### src/rtl/loa_lock_pkg.sv
// Shared helpers for the locked LOA adder: key-gate placement on the carry chain
// and the per-position inversion contributed by the key gates.
package loa_lock_pkg;

    localparam int MAX_KEY_W = 256;

    // Carry position (LOWER..WIDTH) that key gate k sits on.
    function automatic int key_pos(input int k, input int width, input int lower);
        return lower + (k % (width - lower + 1));
    endfunction

    // XOR-reduced inversion of all gates chained on one carry position.
    // A gate is XOR when its gold bit is 0 and XNOR when it is 1, so it inverts
    // the carry exactly when its key bit differs from the gold bit.
    function automatic logic key_flip_at(
        input int                   pos,
        input logic [MAX_KEY_W-1:0] key,
        input logic [MAX_KEY_W-1:0] gold,
        input int                   key_w,
        input int                   width,
        input int                   lower
    );
        logic flip;
        flip = 1'b0;
        for (int k = 0; k < MAX_KEY_W; k++) begin
            if (k < key_w && key_pos(k, width, lower) == pos) begin
                flip = flip ^ key[k] ^ gold[k];
            end
        end
        return flip;
    endfunction

endpackage

### src/rtl/loa_cla_core.sv
// Combinational locked adder: OR lower part (LOA mode) or full exact add, with
// generate/propagate carries through the key gates on positions LOWER..WIDTH.
module loa_cla_core
    import loa_lock_pkg::*;
#(
    parameter int               WIDTH    = 16,
    parameter int               LOWER    = 4,
    parameter int               KEY_W    = 32,
    parameter logic [KEY_W-1:0] KEY_GOLD = '0
) (
    input  logic [WIDTH-1:0] a,
    input  logic [WIDTH-1:0] b,
    input  logic             approx,
    input  logic [KEY_W-1:0] key,
    output logic [WIDTH:0]   sum
);

    localparam logic [MAX_KEY_W-1:0] GOLD_EXT = MAX_KEY_W'(KEY_GOLD);

    logic [MAX_KEY_W-1:0] key_ext;
    logic [WIDTH-1:0]     g;
    logic [WIDTH-1:0]     p;
    logic [WIDTH:1]       flip;
    logic                 carry;

    assign key_ext = MAX_KEY_W'(key);
    assign g       = a & b;
    assign p       = a ^ b;

    always_comb begin
        flip = '0;
        for (int pos = 1; pos <= WIDTH; pos++) begin
            flip[pos] = key_flip_at(pos, key_ext, GOLD_EXT, KEY_W, WIDTH, LOWER);
        end
    end

    // The carry into each bit is gated before it is used, so an inverted carry
    // propagates into every later generate/propagate term.
    always_comb begin
        sum   = '0;
        carry = 1'b0;
        for (int i = 0; i < WIDTH; i++) begin
            if (approx && i < LOWER) begin
                sum[i] = a[i] | b[i];
                carry  = (i == LOWER - 1) ? g[i] : 1'b0;
            end else begin
                sum[i] = p[i] ^ carry;
                carry  = g[i] | (p[i] & carry);
            end
            carry = carry ^ flip[i+1];
        end
        sum[WIDTH] = carry;
    end

endmodule

### src/rtl/loa_cla_adder_locked_pipe.sv
// Two-stage pipelined locked LOA/exact adder with a serially loaded key register
// and a valid/ready stream on both sides.
module loa_cla_adder_locked_pipe
    import loa_lock_pkg::*;
#(
    parameter int               WIDTH    = 16,
    parameter int               LOWER    = 4,
    parameter int               KEY_W    = 32,
    parameter logic [KEY_W-1:0] KEY_GOLD = '0
) (
    input  logic             clk,
    input  logic             rst_n,
    input  logic [WIDTH-1:0] add1_i,
    input  logic [WIDTH-1:0] add2_i,
    input  logic             approx_i,
    input  logic             in_valid,
    output logic             in_ready,
    output logic [WIDTH:0]   result_o,
    output logic             out_valid,
    input  logic             out_ready,
    input  logic             key_sin,
    input  logic             key_shift,
    output logic             key_loaded
);

    localparam int CNT_W = $clog2(KEY_W + 1);

    logic [KEY_W-1:0] key_q;
    logic [CNT_W-1:0] shift_cnt;

    logic             a_valid;
    logic [WIDTH-1:0] a_op1;
    logic [WIDTH-1:0] a_op2;
    logic             a_approx;
    logic             b_valid;
    logic [WIDTH:0]   sum_c;
    logic             accept;
    logic             advance;

    // Key register: LSB-first serial load; key_loaded saturates after KEY_W shifts.
    always_ff @(posedge clk or negedge rst_n) begin
        if (!rst_n) begin
            key_q      <= '0;
            shift_cnt  <= '0;
            key_loaded <= 1'b0;
        end else if (key_shift) begin
            key_q <= {key_sin, key_q[KEY_W-1:1]};
            if (!key_loaded) begin
                shift_cnt <= shift_cnt + 1'b1;
                if (shift_cnt == CNT_W'(KEY_W - 1)) begin
                    key_loaded <= 1'b1;
                end
            end
        end
    end

    // A beat moves on a side when valid && ready are both high at the clock edge;
    // a producer holds its beat until taken. No operand is taken while the key
    // shifts, and stage A advances whenever B is empty or being drained.
    assign advance  = a_valid && (!b_valid || out_ready);
    assign in_ready = !key_shift && (!a_valid || !b_valid || out_ready);
    assign accept   = in_valid && in_ready;

    always_ff @(posedge clk or negedge rst_n) begin
        if (!rst_n) begin
            a_valid  <= 1'b0;
            a_op1    <= '0;
            a_op2    <= '0;
            a_approx <= 1'b0;
        end else if (accept) begin
            a_valid  <= 1'b1;
            a_op1    <= add1_i;
            a_op2    <= add2_i;
            a_approx <= approx_i;
        end else if (advance) begin
            a_valid <= 1'b0;
        end
    end

    loa_cla_core #(
        .WIDTH    (WIDTH),
        .LOWER    (LOWER),
        .KEY_W    (KEY_W),
        .KEY_GOLD (KEY_GOLD)
    ) u_core (
        .a      (a_op1),
        .b      (a_op2),
        .approx (a_approx),
        .key    (key_q),
        .sum    (sum_c)
    );

    // The key value seen by stage B is the one present on the cycle A advances.
    always_ff @(posedge clk or negedge rst_n) begin
        if (!rst_n) begin
            b_valid  <= 1'b0;
            result_o <= '0;
        end else if (advance) begin
            b_valid  <= 1'b1;
            result_o <= sum_c;
        end else if (out_ready) begin
            b_valid <= 1'b0;
        end
    end

    assign out_valid = b_valid;

endmodule

### config.mk
export PLATFORM = sky130hd
export DESIGN_NAME = loa_cla_adder_locked_pipe
export DESIGN_NICKNAME = d
export VERILOG_FILES = /design/src/rtl/loa_lock_pkg.sv /design/src/rtl/loa_cla_core.sv /design/src/rtl/loa_cla_adder_locked_pipe.sv
export SDC_FILE = /design/constraint.sdc
export NUM_CORES = 1
export LEC_CHECK = 0
export ABC_AREA = 1
export CAP_MARGIN = 20
export CORE_MARGIN = 5
export CORE_UTILIZATION = 59
export DETAILED_ROUTE_END_ITERATION = 8
export GPL_TIMING_DRIVEN = 0
export PLACE_DENSITY = 0.85
export SYNTH_ARGS = -nofsm -noshare
export SYNTH_HDL_FRONTEND = slang
export SYNTH_SLANG_ARGS = --single-unit --ignore-timing --ignore-initial --compat-mode --unroll-limit 50000
### constraint.sdc
create_clock -name clk -period 25.3 [get_ports clk]
set_input_delay 5.06 -clock clk [delete_from_list [all_inputs] [get_ports clk]]
set_output_delay 5.06 -clock clk [all_outputs]
set_load 0.03 [all_outputs]
## Yosys cells after proc, flatten, opt, wreduce, memory -nomap -nowiden

Index checks and enable logic that the tools add are counted.

| cells by class | value |
|---|---|
| divide/modulo/power cells | 0 |
| bitwise gates (word level) | 84 |
| multiply operators | 0 |
| shifts and indexed selects | 0 |
| reductions and logical operators | 12 |
| $lt $le $gt $ge | 0 |
| equal/unequal tests | 1 |
| $add $sub $neg | 1 |
| mux-type cells | 14 |

Operators with widths:

| cell | number |
|---|---|
| $xor 1x1->1 | 47 |
| $or 1x1->1 | 19 |
| $and 16x16->16 | 1 |
| $xor 16x16->16 | 1 |
| $and 1x1->1 | 15 |
| $mux 1 | 14 |
| $add 6x1->6 const B | 1 |
| $eq 6x5->1 const B | 1 |
| $reduce_bool 2->1 | 2 |
| $logic_and 1x1->1 | 3 |
| $logic_not 1->1 | 3 |
| $logic_or 1x1->1 | 3 |
| $reduce_and 2->1 | 1 |
| $not 1->1 | 1 |

| word-level totals | value |
|---|---|
| logic and storage cells | 121 |
| bits in registers | 91 |
| bits in read-only memories | 0 |
| bits in writable memories | 0 |
| memories kept | 0 |
| bits in latches | 0 |
| input bits | 39 |
| output and inout bits | 20 |

## Logic depth before layout (Yosys ltp)

Gate-level depths: netlist of the first run.

| logic depth | value |
|---|---|
| depth after elaboration | 48 |
| depth in mapped cells | 45 |

## Modules after synthesis

A second synthesis of the first run with hierarchy kept.

| second synthesis, totals | value |
|---|---|
| cells, all modules | 507 |
| area, all modules | 4,657.0 um^2 |

Modules (own cells, without submodules):

| module | instances | area each (um^2) | cells an instance | seq. area each (um^2) |
|---|---|---|---|---|
| loa_cla_adder_locked_pipe | 1 | 3,747.3 | 387 | 2,277.2 |
| loa_cla_core | 1 | 909.6 | 120 | 0.0 |

## Least setup slack after synthesis of the first run

OpenSTA, ideal clock, no wires.

| path | value |
|---|---|
| path type | input -> output |
| from | input key_shift |
| to | output in_ready |
| arrival | 5,894 ps |
| setup slack | 14,346 ps |
| path buffers | 2 |
| cell stages on the path | 3 |
| path through | buf_2 buf_2 a31oi_1 |

| between the ends | value |
|---|---|
| longest elaborated chain between the ends | 2 |

Ends and longest elaborated chain:

| element | line | text |
|---|---|---|
| from (decl) | loa_cla_adder_locked_pipe.sv:22 | `input logic key_shift,` |
| $logic_not 1->1 | loa_cla_adder_locked_pipe.sv:61 | `assign in_ready = !key_shift && (!a_valid \|\| !b_valid \|\| out_ready);` |
| $logic_and 1x1->1 | loa_cla_adder_locked_pipe.sv:61 |  |
| to (decl) | loa_cla_adder_locked_pipe.sv:17 | `output logic in_ready,` |

No other way between the ends.

## Final worst setup path of the first run

Ends and elaborated chain as after synthesis.

==> results of run 1 <==
-- area by class of cell --
type / count / area share
timing repair buffer: 59 / 0.115
tap: 99 / 0.0236
clock inverter: 2 / 0.00191
multi-input combinational: 290 / 0.316
clock buffer: 14 / 0.0310
inverter: 81 / 0.0579
buffer: 18 / 0.0203
sequential: 91 / 0.434
-- worst min-delay path, delay by kind of cell, from the launching register on --
kind / cells / cell delay, ns
flops: 1 / 0.35
simple gates: 1 / 0.05
compound gates: 1 / 0.06
-- per-layer routing --
layer	vias to the layer above	GRT usage	wire length, um
li1	1582	-	-
met1	1568	0.292	3980
met2	61	0.384	4620
met3	10	0.0399	394
met4	0	0.0711	106
met5	-	0	0
-- final timing paths --
check,from,end,slack [ns],cells after the start
max,key_shift,in_ready,13.39,5
min,result_o[3],result_o[3],0.49,2
max reg2reg,a_approx,result_o[16],15.35,44
min reg2reg,result_o[3],result_o[3],0.49,2
max in group asynchronous,rst_n,key_q[26],20.00,2
min in group asynchronous,rst_n,a_op2[0],4.67,1
-- flip-flops by register name, indices dropped and copies added (netlist names) --
| register | cells |
|---|---|
| a_approx | 1 |
| a_op1 | 16 |
| a_op2 | 16 |
| a_valid | 1 |
| key_loaded | 1 |
| key_q | 32 |
| out_valid | 1 |
| result_o | 17 |
| shift_cnt | 6 |
-- logic make-up (layout without fill, tap and decap cells) --
group / count (synthesis) / count (layout) / synth area share
AOI/OAI and AO/OA: 65 / 65 / 0.0751
xor gates and xnor gates: 31 / 31 / 0.0624
adders and majority gates: 22 / 22 / 0.0892
buffers and inverters: 99 / 174 / 0.0944
DFF: 91 / 91 / 0.524
muxes: 1 / 1 / 0.00259
and+or+nand+nor: 171 / 171 / 0.153
-- synth_stat cells (all sizes together) --
master	count	area (um^2)
a31oi	1	6.26
clkbuf	5	20.0
fa	15	300
xnor2	23	201
nand2	153	574
inv	81	304
xor2	8	70.1
mux2	1	11.3
nand3	10	55.1
nand3b	1	7.51
o21ai	64	320
dfrtp	91	2280
buf	13	86.3
nor2	7	26.3
ha	7	87.6
-- metrics by stage --
step                      setup WS, ns  area [um^2]  hold WS [ns]
after floorplan                  14.35         4350         0.459
after global placement           13.40         5050         0.466
after detailed placement         13.41         5080         0.469
after CTS                        13.39         5250         0.491
after global routing             13.25         5250         0.521
final                            13.39         5250         0.489
-- power breakdown --
part / total, uW / leakage [uW] / internal [uW] / switching (uW)
sequential: 194 / 0.00116 / 174 / 20.3
clock: 88.6 / 0.0000905 / 41.0 / 47.6
combinational: 162 / 0.00141 / 72.2 / 90.2
==> results by group, run 1 <==
Power
  • VDD IR max: approximately 0.000039 V
  • Leakage: between 0.002 and 0.003 uW
  • Power per cell area: ~85 mW/mm^2
  • Total Power: between 400 and 500 uW

Setup path
  • Critical path buffers and inverters: 4
  • Startpoint Class: input pin
  • Delay-heaviest family, CP: buffers and inverters
  • Critical-path top delay cell: clkdlybuf4s50_1
  • Endpoint class of the critical path: output port
  • Slowest stage delay, CP: 0.70 ns
  • Crit-path max FO: 10
  • Worst Path Arrival: around 6.9 ns
  • CP required: between 20 and 25 ns
  • WS Path Type: input pin to output port
  • Worst-path cell chain: clkdlybuf4s50_1, buf_2, buf_2, a31oi_1, clkdlybuf4s50_1

Detailed routing
  • Iteration-0 DRC Markers: 158
  • DR vias: roughly 3,200
  • Routed wire length: 9100 um
  • DR vias/cell: between 4 and 5
  • DR pass1 iterations: 4
  • Avg WL per Cell: between 10 and 15 um
  • Post-route DRC: 0
  • Antenna-violating nets left: 0

GRT
  • Largest net degree at the start of global routing: between 50 and 60
  • First-pass GRT wire length: 15,700 um
  • Total grt overflow: 0
  • Antenna violations before repair: 0
  • Vias in the first global route: between 3,000 and 4,000
  • Total global-route track usage: 0.225

Yosys
  • Synth Warn #: 0
  • Cells after Synth: 480
  • Mean Syn Cell Area: just over 9 um^2
  • Seq cells post-synth: roughly 90
  • Sequential-to-total area share from yosys stat: 0.524
  • Post-Syn Area: between 0.004 and 0.005 mm^2
  • Synthesized Nets: 541
  • Synth cell types: 21

STA
  • Setup_tns: 0 ns
  • Fin. Hold Viols: 0
  • Final setup viols: 0
  • Clock skew: between 0.008 and 0.009 ns
  • Pins over their slew limit: 0
  • Relative slew slack: 0.627
  • RSZ-0062 raised after global routing: false
  • Tmin final: ~12 ns
  • Tcrit/Tclk final: 0.471
  • Maximum achievable frequency: 84.0 MHz
  • Worst-Margin Slew: 0.560 ns

Clocking
  • # hold bufs at CTS: 0
  • Clock-pin slew on the worst setup and hold paths: ~0.08 ns
  • TritonCTS clock tree: built
  • Post-CTS Resized: 0
  • Post-CTS Setup Repair Bufs: 0
  • CTS Sinks: a little over 90
  • CTS Buf Count: 9
  • Clock root buffer master: clkbuf_8
  • Skew-Pair Late Insertion Delay: about 0.35 ns
  • H-Tree Depth: 3
  • CTS max path bufs: 2

Cells and area
  • Most frequent cells in the layout: nand2_1, dfrtp_1, inv_1, clkdlybuf4s50_1, o21ai_0
  • Final design utilization: 0.728
  • Multi-input logic area: 0.00166 mm^2
  • Antenna cell count: 0
  • Register Area: 0.00228 mm^2
  • Final-layout fill cell count: 526
  • Most common cell after layout, fill and taps aside: nand2_1
  • Non-Filler Instances: between 600 and 700
  • Nets: 611
  • Share of cells above drive strength 1: 0.0577
  • Area growth syn-to-layout: 20.7%

Run status
  • Outcome: complete, no violations

Floorplanning
  • Ports: 59
  • Starting Density: 0.603
  • Core area: just over 0.007 mm^2
  • Die area: 0.00919 mm^2
  • Num rows: 31
  • Die X: between 90 and 100 um
  • Die H: around 96 um

Min path
  • Worst min path class: flip-flop to flip-flop

Job
  • Max-cap violations: 0

Place
  • Gpl congestion: 0.799
  • Number of port buffers: between 50 and 60
  • Placed Instances: approximately 640
  • Post-DP HPWL: between 6000 and 7000 um
Note: power is estimated with default switching activity, not from simulation.
==> run 2, diff against run 1 <==
--- a/config.mk
+++ b/config.mk
@@ -8,10 +8,10 @@
 export ABC_AREA = 1
 export CAP_MARGIN = 20
 export CORE_MARGIN = 5
-export CORE_UTILIZATION = 59
+export CORE_UTILIZATION = 55
 export DETAILED_ROUTE_END_ITERATION = 8
 export GPL_TIMING_DRIVEN = 0
-export PLACE_DENSITY = 0.85
+export PLACE_DENSITY = 0.8
 export SYNTH_ARGS = -nofsm -noshare
 export SYNTH_HDL_FRONTEND = slang
 export SYNTH_SLANG_ARGS = --single-unit --ignore-timing --ignore-initial --compat-mode --unroll-limit 50000
==> constraint.sdc (replaced) <==
create_clock -name clk -period 11 [get_ports clk]
set_input_delay 2.2 -clock clk [delete_from_list [all_inputs] [get_ports clk]]
set_output_delay 2.2 -clock clk [all_outputs]
set_load 0.03 [all_outputs]
==> results by group, run 2 (synthesis results as in run 1) <==
Cells and area
  • Most common cell after layout, fill and taps aside: nand2_1
  • Area growth syn-to-layout: 21.5%
  • Final instance area: 0.00528 mm^2
  • Share of cells above drive strength 1: 0.0631
  • Largest register FFs: 32
  • Most frequent cells in the layout: nand2_1, dfrtp_1, inv_1, clkdlybuf4s50_1, o21ai_0
  • Antenna cell count: 0
  • Largest regs: key_q x32, result_o x17
  • Most flops, register: key_q
  • Nets: about 610

Power
  • Power share of the clock group: 0.219
  • Total Power: between 1000 and 1500 uW
  • VDD IR max: about 0.000075 V
  • Switch Pwr: 365 uW
  • Logic pwr share: 0.353
  • Power per cell area: between 150 and 200 mW/mm^2
  • Cell Int Power: ~670 uW
  • Flop pwr share: 0.428
  • Switching part of the total power: 0.351
  • Leakage: roughly 0.0027 uW

Setup path
  • Slowest stage delay, CP: 0.42 ns
  • Critical-path top delay cell: fa_1
  • Worst Path Arrival: 10.00 ns
  • Endpoint class of the critical path: flip-flop
  • Reg2reg path depth: 44
  • Worst reg2reg setup slack: approximately 1.2 ns
  • Crit-path max FO: 10
  • WS Path Type: flip-flop to flip-flop
  • Delay-heaviest family, CP: adder cells
  • Critical Path Most Common Cell: fa_1
  • Reg2Reg Launch Point: a_approx
  • Reg2Reg Capture Point: result_o[16]
  • Critical path buffers and inverters: 3
  • Startpoint Class: flip-flop
  • CP required: ~11 ns

Floorplanning
  • Starting Density: 0.563
  • Num rows: 32
  • Die X: 98.9 um
  • Die area: 0.00978 mm^2
  • Ports: just under 60
  • Core area: around 0.0077 mm^2
  • Die H: approximately 100 um

STA
  • Relative slew slack: 0.584
  • Fin. Hold Viols: 0
  • Clock skew: between 0.01 and 0.015 ns
  • Maximum achievable frequency: slightly above 100 MHz
  • RSZ-0062 raised after global routing: false
  • Tcrit/Tclk final: 0.887
  • Final setup viols: 0
  • Pins over their slew limit: 0
  • Tmin final: 9.76 ns
  • Setup_tns: 0 ns
  • Worst-Margin Slew: approximately 0.62 ns

GRT
  • First-pass GRT wire length: between 15,000 and 20,000 um
  • Largest net degree at the start of global routing: 67
  • Total global-route track usage: 0.206
  • Total grt overflow: 0
  • Vias in the first global route: roughly 3,500
  • Antenna violations before repair: 0

Clocking
  • CTS Sinks: slightly above 90
  • H-Tree Depth: 3
  • Clock root buffer master: clkbuf_8
  • # hold bufs at CTS: 0
  • Post-CTS Setup Repair Bufs: 0
  • Clock-pin slew on the worst setup and hold paths: 0.09 ns
  • CTS Buf Count: 9
  • Post-CTS Resized: 0
  • CTS max path bufs: 2
  • TritonCTS clock tree: built
  • Skew-Pair Late Insertion Delay: about 0.35 ns

Place
  • Placed instance area: 0.00508 mm^2
  • Gpl congestion: 0.837
  • Post-DP HPWL: 6860 um
  • Number of port buffers: 58

Detailed routing
  • DR vias/cell: 4.86
  • Routed wire length: just over 9000 um
  • Avg WL per Cell: about 14 um
  • DR vias: 3,196
  • Post-route DRC: 0
  • DR pass1 iterations: 4
  • Antenna-violating nets left: 0
  • Iteration-0 DRC Markers: around 140

Min path
  • Hold path start: result_o[16]
  • Hold Path Depth: 2
  • Hold Crit Endpoint: result_o[16]
  • Worst min path class: flip-flop to flip-flop

Job
  • Max-cap violations: 0

Run status
  • Outcome: complete, no violations
## run 2: changes by cell type in the layout (fill, tap and decap cells not counted), sizes merged
cell	before	now
bufinv	0	1
clkbuf	19	15
clkinv	2	4
clkinvlp	0	1
## run 2: worst max path at each step
| stage | from | to | slack, ns | cells after the start |
|---|---|---|---|---|
| floorplan | a_approx | result_o[16] | 1.86 | 44 |
| global placement | a_approx | result_o[16] | 1.33 | 44 |
| detailed placement | a_approx | result_o[16] | 1.21 | 44 |
| CTS | a_approx | result_o[16] | 1.20 | 44 |
| global route | a_approx | result_o[16] | 0.62 | 44 |
| finish | a_approx | result_o[16] | 1.24 | 44 |
## run 2: power by group through the flow
stage	clock network [uW]	registers (uW)	logic, uW
2_1_floorplan	0	499	183
3_3_place_gp	0	449	356
3_5_place_dp	0	451	371
4_1_cts	232	445	372
5_1_grt	245	455	413
6_report	228	446	367
## run 2: metal layers
metal / up-vias / global-route usage / share of wire
met4: 0 / 0.0746 / 0.011
met1: 1538 / 0.271 / 0.43
li1: 1577 / - / -
met5: - / 0 / 0
met2: 74 / 0.343 / 0.50
met3: 7 / 0.0382 / 0.052
## run 2: per-stage QoR
stage          cells  utilization  hold WS [ns]  setup slack [ns]
2_1_floorplan    480            -         0.459              1.86
3_3_place_gp     640        0.654         0.466              1.33
3_5_place_dp     641        0.658         0.474              1.21
4_1_cts          657        0.684         0.495              1.20
5_1_grt          657        0.684         0.525             0.621
6_report         657        0.684         0.488              1.24
## run 2: area by class of cell
class | count | area [um^2]
buffer | 18 | 106
clock buffer | 10 | 138
clock inverter | 6 | 65.1
fill | 577 | 2440
inverter | 81 | 304
multi-input combinational | 290 | 1660
sequential | 91 | 2280
tap | 102 | 128
timing repair buffer | 59 | 606
## run 2: tightest hold or removal path, stage by stage (launching register included)
cell	delay (ns)
dfrtp_1	0.35
nand2_1	0.05
nand2_1	0.06
